`src/rtl/rf_wb_scheduler_if.sv`:
```
// Bundle of issue, writeback and register-file-port signals for rf_wb_scheduler.
interface rf_wb_scheduler_if #(
  parameter int unsigned XLEN = 32
);
  logic            iss_valid;
  logic            iss_long;
  logic [4:0]      iss_rd;
  logic [4:0]      iss_rs1;
  logic [4:0]      iss_rs2;
  logic            iss_ready;
  logic            alu_wvalid;
  logic [4:0]      alu_rd;
  logic [XLEN-1:0] alu_wdata;
  logic            lsu_wvalid;
  logic [4:0]      lsu_rd;
  logic [XLEN-1:0] lsu_wdata;
  logic            lsu_wready;
  logic            rf_we;
  logic [4:0]      rf_rd;
  logic [XLEN-1:0] rf_wdata;
  logic [31:0]     sb_busy;

  modport master (
    output iss_valid, iss_long, iss_rd, iss_rs1, iss_rs2,
    output alu_wvalid, alu_rd, alu_wdata,
    output lsu_wvalid, lsu_rd, lsu_wdata,
    input  iss_ready, lsu_wready, rf_we, rf_rd, rf_wdata, sb_busy
  );

  modport slave (
    input  iss_valid, iss_long, iss_rd, iss_rs1, iss_rs2,
    input  alu_wvalid, alu_rd, alu_wdata,
    input  lsu_wvalid, lsu_rd, lsu_wdata,
    output iss_ready, lsu_wready, rf_we, rf_rd, rf_wdata, sb_busy
  );
endinterface

```
`src/rtl/rf_wb_scheduler.sv`:
```
// Writeback scheduler for the single register-file write port: round-robin between the
// ALU path (skid FIFO head or live ALU result) and the LSU/MDU path, plus a pending-write
// scoreboard that stalls issue on RAW/WAW hazards or when the ALU skid FIFO could overflow.
module rf_wb_scheduler #(
  parameter int unsigned XLEN  = 32,
  parameter int unsigned DEPTH = 2
) (
  input logic              clk,
  input logic              rst_n,
  rf_wb_scheduler_if.slave bus
);
  localparam int unsigned PtrW = (DEPTH > 1) ? $clog2(DEPTH) : 1;
  localparam int unsigned CntW = $clog2(DEPTH + 1);

  logic [4:0]      fifo_rd   [DEPTH];
  logic [XLEN-1:0] fifo_data [DEPTH];
  logic [PtrW-1:0] head_q, head_d, tail_q, tail_d;
  logic [CntW-1:0] count_q, count_d;
  logic            alu_pend_q, rr_q, rr_d;
  logic            rf_we_q;
  logic [4:0]      rf_rd_q, win_rd;
  logic [XLEN-1:0] rf_wdata_q, win_data;
  logic [31:0]     busy_q, busy_d;

  logic alu_req, h_req, ha_req, l_req, l_drop, tie, grant_l, grant_ha, grant;
  logic enq, deq, hazard, fifo_ok, iss_ready, issue;

  // Arbitration, FIFO control and winner selection.
  always_comb begin
    // Results for x0 need no port slot; an ALU result without a matching issue is ignored.
    alu_req  = bus.alu_wvalid & alu_pend_q & (bus.alu_rd != 5'd0);
    h_req    = (count_q != '0);
    ha_req   = h_req | alu_req;
    l_req    = bus.lsu_wvalid & (bus.lsu_rd != 5'd0);
    l_drop   = bus.lsu_wvalid & (bus.lsu_rd == 5'd0);
    tie      = ha_req & l_req;
    grant_l  = l_req & (!ha_req | !rr_q);
    grant_ha = ha_req & (!l_req | rr_q);
    grant    = grant_l | grant_ha;
    // Once the FIFO is non-empty, live ALU results queue behind it to keep order.
    enq      = alu_req & (h_req | !grant_ha);
    deq      = h_req & grant_ha;
    rr_d     = tie ? grant_l : rr_q;
    win_rd   = bus.lsu_rd;
    win_data = bus.lsu_wdata;
    if (grant_ha) begin
      win_rd   = h_req ? fifo_rd[head_q] : bus.alu_rd;
      win_data = h_req ? fifo_data[head_q] : bus.alu_wdata;
    end
    head_d  = deq ? ((head_q == PtrW'(DEPTH - 1)) ? '0 : head_q + 1'b1) : head_q;
    tail_d  = enq ? ((tail_q == PtrW'(DEPTH - 1)) ? '0 : tail_q + 1'b1) : tail_q;
    count_d = count_q;
    if (enq && !deq) begin
      count_d = count_q + 1'b1;
    end else if (deq && !enq) begin
      count_d = count_q - 1'b1;
    end
  end

  // Issue gating and scoreboard next state; hazards use the registered busy vector.
  always_comb begin
    hazard = (busy_q[bus.iss_rs1] & (bus.iss_rs1 != 5'd0)) |
             (busy_q[bus.iss_rs2] & (bus.iss_rs2 != 5'd0)) |
             (busy_q[bus.iss_rd]  & (bus.iss_rd  != 5'd0));
    // Reserve a FIFO slot for every ALU result still in flight.
    fifo_ok   = (32'(count_q) + 32'(alu_pend_q)) < DEPTH;
    iss_ready = !hazard & (bus.iss_long | fifo_ok);
    issue     = bus.iss_valid & iss_ready;
    busy_d    = busy_q;
    if (grant) begin
      busy_d[win_rd] = 1'b0;
    end
    if (issue && (bus.iss_rd != 5'd0)) begin
      busy_d[bus.iss_rd] = 1'b1;
    end
    busy_d[0] = 1'b0;
  end

  // Control state, registered write port and scoreboard.
  always_ff @(posedge clk or negedge rst_n) begin
    if (!rst_n) begin
      head_q     <= '0;
      tail_q     <= '0;
      count_q    <= '0;
      alu_pend_q <= 1'b0;
      rr_q       <= 1'b0;
      rf_we_q    <= 1'b0;
      rf_rd_q    <= 5'd0;
      rf_wdata_q <= '0;
      busy_q     <= '0;
    end else begin
      head_q     <= head_d;
      tail_q     <= tail_d;
      count_q    <= count_d;
      alu_pend_q <= issue & !bus.iss_long;
      rr_q       <= rr_d;
      rf_we_q    <= grant;
      if (grant) begin
        rf_rd_q    <= win_rd;
        rf_wdata_q <= win_data;
      end
      busy_q     <= busy_d;
    end
  end

  // Skid FIFO storage; validity is tracked by count_q so no reset is needed.
  always_ff @(posedge clk) begin
    if (enq) begin
      fifo_rd[tail_q]   <= bus.alu_rd;
      fifo_data[tail_q] <= bus.alu_wdata;
    end
  end

  assign bus.iss_ready  = iss_ready;
  assign bus.lsu_wready = grant_l | l_drop;
  assign bus.rf_we      = rf_we_q;
  assign bus.rf_rd      = rf_rd_q;
  assign bus.rf_wdata   = rf_wdata_q;
  assign bus.sb_busy    = busy_q;
endmodule
```
`src/flat_wrapper.sv`:
```
// flat-port wrapper written by rule: the top's interface ports become plain ports
module rf_wb_scheduler_flat 
#(
  parameter int unsigned XLEN  = 32,
  parameter int unsigned DEPTH = 2
)
  (clk, rst_n, bus_iss_valid, bus_iss_long, bus_iss_rd, bus_iss_rs1, bus_iss_rs2, bus_alu_wvalid, bus_alu_rd, bus_alu_wdata, bus_lsu_wvalid, bus_lsu_rd, bus_lsu_wdata, bus_iss_ready, bus_lsu_wready, bus_rf_we, bus_rf_rd, bus_rf_wdata, bus_sb_busy);
  rf_wb_scheduler_if #(.XLEN(XLEN)) bus_i ();
  input logic clk;
  input logic rst_n;
  input wire logic [$bits(bus_i.iss_valid)-1:0] bus_iss_valid;
  input wire logic [$bits(bus_i.iss_long)-1:0] bus_iss_long;
  input wire logic [$bits(bus_i.iss_rd)-1:0] bus_iss_rd;
  input wire logic [$bits(bus_i.iss_rs1)-1:0] bus_iss_rs1;
  input wire logic [$bits(bus_i.iss_rs2)-1:0] bus_iss_rs2;
  input wire logic [$bits(bus_i.alu_wvalid)-1:0] bus_alu_wvalid;
  input wire logic [$bits(bus_i.alu_rd)-1:0] bus_alu_rd;
  input wire logic [$bits(bus_i.alu_wdata)-1:0] bus_alu_wdata;
  input wire logic [$bits(bus_i.lsu_wvalid)-1:0] bus_lsu_wvalid;
  input wire logic [$bits(bus_i.lsu_rd)-1:0] bus_lsu_rd;
  input wire logic [$bits(bus_i.lsu_wdata)-1:0] bus_lsu_wdata;
  output wire logic [$bits(bus_i.iss_ready)-1:0] bus_iss_ready;
  output wire logic [$bits(bus_i.lsu_wready)-1:0] bus_lsu_wready;
  output wire logic [$bits(bus_i.rf_we)-1:0] bus_rf_we;
  output wire logic [$bits(bus_i.rf_rd)-1:0] bus_rf_rd;
  output wire logic [$bits(bus_i.rf_wdata)-1:0] bus_rf_wdata;
  output wire logic [$bits(bus_i.sb_busy)-1:0] bus_sb_busy;
  assign bus_i.iss_valid = bus_iss_valid;
  assign bus_i.iss_long = bus_iss_long;
  assign bus_i.iss_rd = bus_iss_rd;
  assign bus_i.iss_rs1 = bus_iss_rs1;
  assign bus_i.iss_rs2 = bus_iss_rs2;
  assign bus_i.alu_wvalid = bus_alu_wvalid;
  assign bus_i.alu_rd = bus_alu_rd;
  assign bus_i.alu_wdata = bus_alu_wdata;
  assign bus_i.lsu_wvalid = bus_lsu_wvalid;
  assign bus_i.lsu_rd = bus_lsu_rd;
  assign bus_i.lsu_wdata = bus_lsu_wdata;
  assign bus_iss_ready = bus_i.iss_ready;
  assign bus_lsu_wready = bus_i.lsu_wready;
  assign bus_rf_we = bus_i.rf_we;
  assign bus_rf_rd = bus_i.rf_rd;
  assign bus_rf_wdata = bus_i.rf_wdata;
  assign bus_sb_busy = bus_i.sb_busy;
  rf_wb_scheduler #(.XLEN(XLEN), .DEPTH(DEPTH)) u_core (.clk(clk), .rst_n(rst_n), .bus(bus_i));
endmodule
```
`config.mk`:
```
export PLATFORM = sky130hd
export DESIGN_NAME = rf_wb_scheduler_flat
export DESIGN_NICKNAME = d
export VERILOG_FILES = /design/src/rtl/rf_wb_scheduler_if.sv /design/src/rtl/rf_wb_scheduler.sv /design/src/flat_wrapper.sv
export SDC_FILE = /design/constraint.sdc
export NUM_CORES = 1
export LEC_CHECK = 0
export CORE_MARGIN = 4
export CORE_UTILIZATION = 54
export DETAILED_ROUTE_END_ITERATION = 8
export PLACE_DENSITY = 0.85
export REMOVE_ABC_BUFFERS = 1
export SYNTH_ARGS = -nofsm -noshare
export SYNTH_HDL_FRONTEND = slang
export SYNTH_SLANG_ARGS = --single-unit
```
`constraint.sdc`:
```
create_clock -name clk -period 5.8 [get_ports clk]
set_input_delay 1.45 -clock clk [delete_from_list [all_inputs] [get_ports clk]]
set_output_delay 1.45 -clock clk [all_outputs]
set_load 0.005 [all_outputs]
```
==> results <==
-- sequential cells by signal (all words and copies together) (netlist names) --
signal and count:
u_core.alu_pend_q 1, u_core.bus.rf_rd 5, u_core.bus.rf_wdata 32, u_core.bus.rf_we 1
u_core.bus.sb_busy 31, u_core.count_q 2, u_core.fifo_data 64, u_core.fifo_rd 10
u_core.head_q 1, u_core.rr_q 1, u_core.tail_q 1
-- path summary, 6_finish.rpt --
path                                                          start                                  end  slack [ns]
min in group asynchronous                                     rst_n      u_core.bus.sb_busy[6]$_DFF_PN0_        1.20
worst min-delay path            u_core.bus.rf_wdata[15]$_DFFE_PN0N_  u_core.bus.rf_wdata[15]$_DFFE_PN0N_        0.50
worst min register to register  u_core.bus.rf_wdata[15]$_DFFE_PN0N_  u_core.bus.rf_wdata[15]$_DFFE_PN0N_        0.50
worst max register to register     u_core.bus.sb_busy[21]$_DFF_PN0_     u_core.bus.sb_busy[31]$_DFF_PN0_        2.80
max in group asynchronous                                     rst_n            u_core.head_q$_DFFE_PN0P_        3.90
worst max-delay path                                  bus_iss_rd[0]                        bus_iss_ready        0.14
-- final cells by class --
type | instances | share of cell area (%)
flip-flops and latches | 149 | 42.23
multi-input cells | 440 | 30.35
repair buffers | 179 | 18.07
clock buffers | 18 | 4.524
clock inverters | 14 | 2.320
well taps | 176 | 2.268
inverters | 6 | 0.2320
-- critical path, stage by stage --
cell,delay (ns)
clkdlybuf4s50_1,0.64
mux4_2,0.53
o2bb2ai_1,0.15
a41oi_2,0.16
nand4_1,0.12
or4_4,0.60
inv_1,0.07
clkdlybuf4s50_1,0.49
-- cell usage after synthesis (4+ instances only) --
master / count
nor2_1: 109
dfrtp_1: 75
edfxtp_1: 74
mux2i_1: 51
a21oi_1: 39
o21ai_1: 39
o22ai_1: 33
o21ai_0: 25
clkbuf_1: 22
nand2_1: 21
nand3_1: 14
mux4_2: 13
nand2b_1: 11
buf_2: 8
inv_1: 6
buf_1: 5
nor2b_1: 5
nor3_1: 5
mux2_2: 4
or3_1: 4
-- layer usage --
layer,track usage (%),up-vias,routed length [um]
met4,11.49,0,578
met5,0,-,0
li1,-,2681,-
met2,44.44,355,10140
met1,34.43,2985,7934
met3,7.448,60,1651
-- cells by family (layout without fill, tap and decap cells) --
group           after synthesis  in the layout  synth area share (%)
xor+xnor                      6              6                0.7264
mux                          72             72                 12.81
fa+ha+maj                     1              1                0.1729
compound gates              169            169                 14.39
simple gates                191            191                 12.26
flops                       149            149                 56.65
buf+inv                      46            217                 2.940
other cells                   1              1               0.05183
-- power groups by stage --
| stage | logic [uW] | clock network [uW] | registers, uW |
|---|---|---|---|
| CTS | 1710 | 1220 | 1620 |
| detailed placement | 1690 | 0 | 1640 |
| floorplan | 865 | 0 | 1600 |
| finish | 1710 | 1220 | 1630 |
| global route | 1870 | 1280 | 1650 |
| global placement | 1630 | 0 | 1630 |
-- per-stage QoR --
stage	hold slack [ns]	total power, uW	utilization (%)	cell area [um^2]
after floorplan	0.4555	2463	-	7046
after global placement	0.4795	3265	68.56	9044
after detailed placement	0.4864	3324	68.56	9044
after CTS	0.5028	4558	73.60	9708
after global routing	0.5234	4807	73.60	9708
final	0.4974	4557	73.60	9708
==> results by group <==
STA
  • Setup ws final: between 0.1 and 0.15 ns
  • Slew @ Worst Pin: 1.117 ns
  • Final setup violation count: 0
  • Final Hold Fails: 0
  • Relative slew slack: 25.37%
  • RSZ-0062 raised after global routing: false
  • Pins Over Slew Limit: 0
  • Fin crit period: 5.662 ns
  • Final Cycle Share: a little over nine tenths
  • Max Freq: 0.1766 GHz
  • Layout Skew: between 0.01 and 0.015 ns
  • Total negative slack: 0 ns

Floorplanning
  • Die height: 123.8 um
  • Io pins: around 170
  • DIE WIDTH: 123.8 um
  • Die area: around 15000 um^2
  • Num rows: 42
  • Initial Utilization: around 55%
  • Total core area: 13190 um^2

Setup path
  • R2R depth: 7
  • Arr. time, crit path: 4.21 ns
  • Crit path max fanout: 6
  • CP Class: in -> out
  • Nature of the critical path startpoint: primary input
  • Worst Setup End Kind: output pin
  • WP data required: 4.35 ns

Placed design
  • Cell total after placement: 950
  • Pre-CTS setup slack: between 0.15 and 0.2 ns
  • GPL Wtd Cong: 0.9710
  • IO buf count: 165
  • Dpl hpwl: roughly 14000 um

Layout
  • Area of the multi-input gates: 2947 um^2
  • Filler instances: 846
  • Most frequent cells in the layout: clkdlybuf4s50_1 (164), nor2_1 (108), dfrtp_1 (74), edfxtp_1 (74), mux2i_1 (51)
  • Area Growth Syn to Fin: 34.17%
  • Finished Layout Cells: around 980
  • Commonest non-fill, non-tap cell in the layout: clkdlybuf4s50_1
  • Net count, final: 889
  • Diode count: 0
  • FF+latch area: 4100 um^2
  • Layout cells sized above 1: between 10% and 20%

Clocking
  • Num CTS Buffers: 17
  • Clk sink count: between 100 and 150
  • Clock slew at reported path FFs: approximately 0.060 ns
  • H-tree Lvls: 4
  • Clock latency on the worst-skew pair: roughly 0.42 ns
  • Root buf cell: clkbuf_16
  • CTS-repair resized insts: 0
  • Post-CTS Setup Inserts: 0
  • Hold_buf cts: 0
  • CTS tree: done
  • Clock tree buffer depth: 2

Route
  • Pre-antenna DRT Iters: 8
  • DR DRC count: 1
  • Drt via density: 6.192
  • Routed wire length: 20300 um
  • Drt first-iter violations: 683
  • Vias: 6081
  • Drt wl/cell: 20.67 um
  • Antenna Violating Nets Remaining: 0

Logic synthesis
  • Warnings, synthesis: 0
  • Cell count after synthesis: 635
  • Syn avg cell area: 11.39 um^2
  • #FFs+latches synth: 149
  • Number of flops mapped to enable cells by yosys: 74
  • Ys flop type: dfrtp_1
  • Dominant cell type by area after synthesis: edfxtp_1
  • Synth cell types: 66
  • Sequential element share of the synthesized area: between 50 and 60%
  • Yosys top cell area share: 30.71%
  • Async S/R FF share, synth: 50.34%
  • Mapped cell area: 7236 um^2
  • Synth area leaders: edfxtp_1 (31%), dfrtp_1 (26%), mux2i_1 (7.1%)

Global route
  • Overall global routing resource usage: 27.25%
  • GR Overflow Total: 0
  • Initial antenna violation count: 0
  • Pin count of the biggest net entering global routing: 76
  • Vias in the first global route: 6335
  • First-pass GRT wire length: 31890 um

Power
  • Clock power share: about a quarter
  • Psw: 1530 uW
  • Internal: between 3000 and 4000 uW
  • Comb pwr share: 37.5%
  • Power density over the cells: 469.4 nW/um^2
  • Peak supply drop: 335.5 uV
  • Leakage: 0.003732 uW
  • Sequential share of power: 35.7%
  • Sw Share: 33.57%

Run
  • Max-Cap Viols: 0

Run status
  • Failing checks: DRC
  • Status: finished with violations

Hold path
  • Hold depth: 2
  • Hold crit path type: reg -> reg
Power figures use the tool's default switching activity.
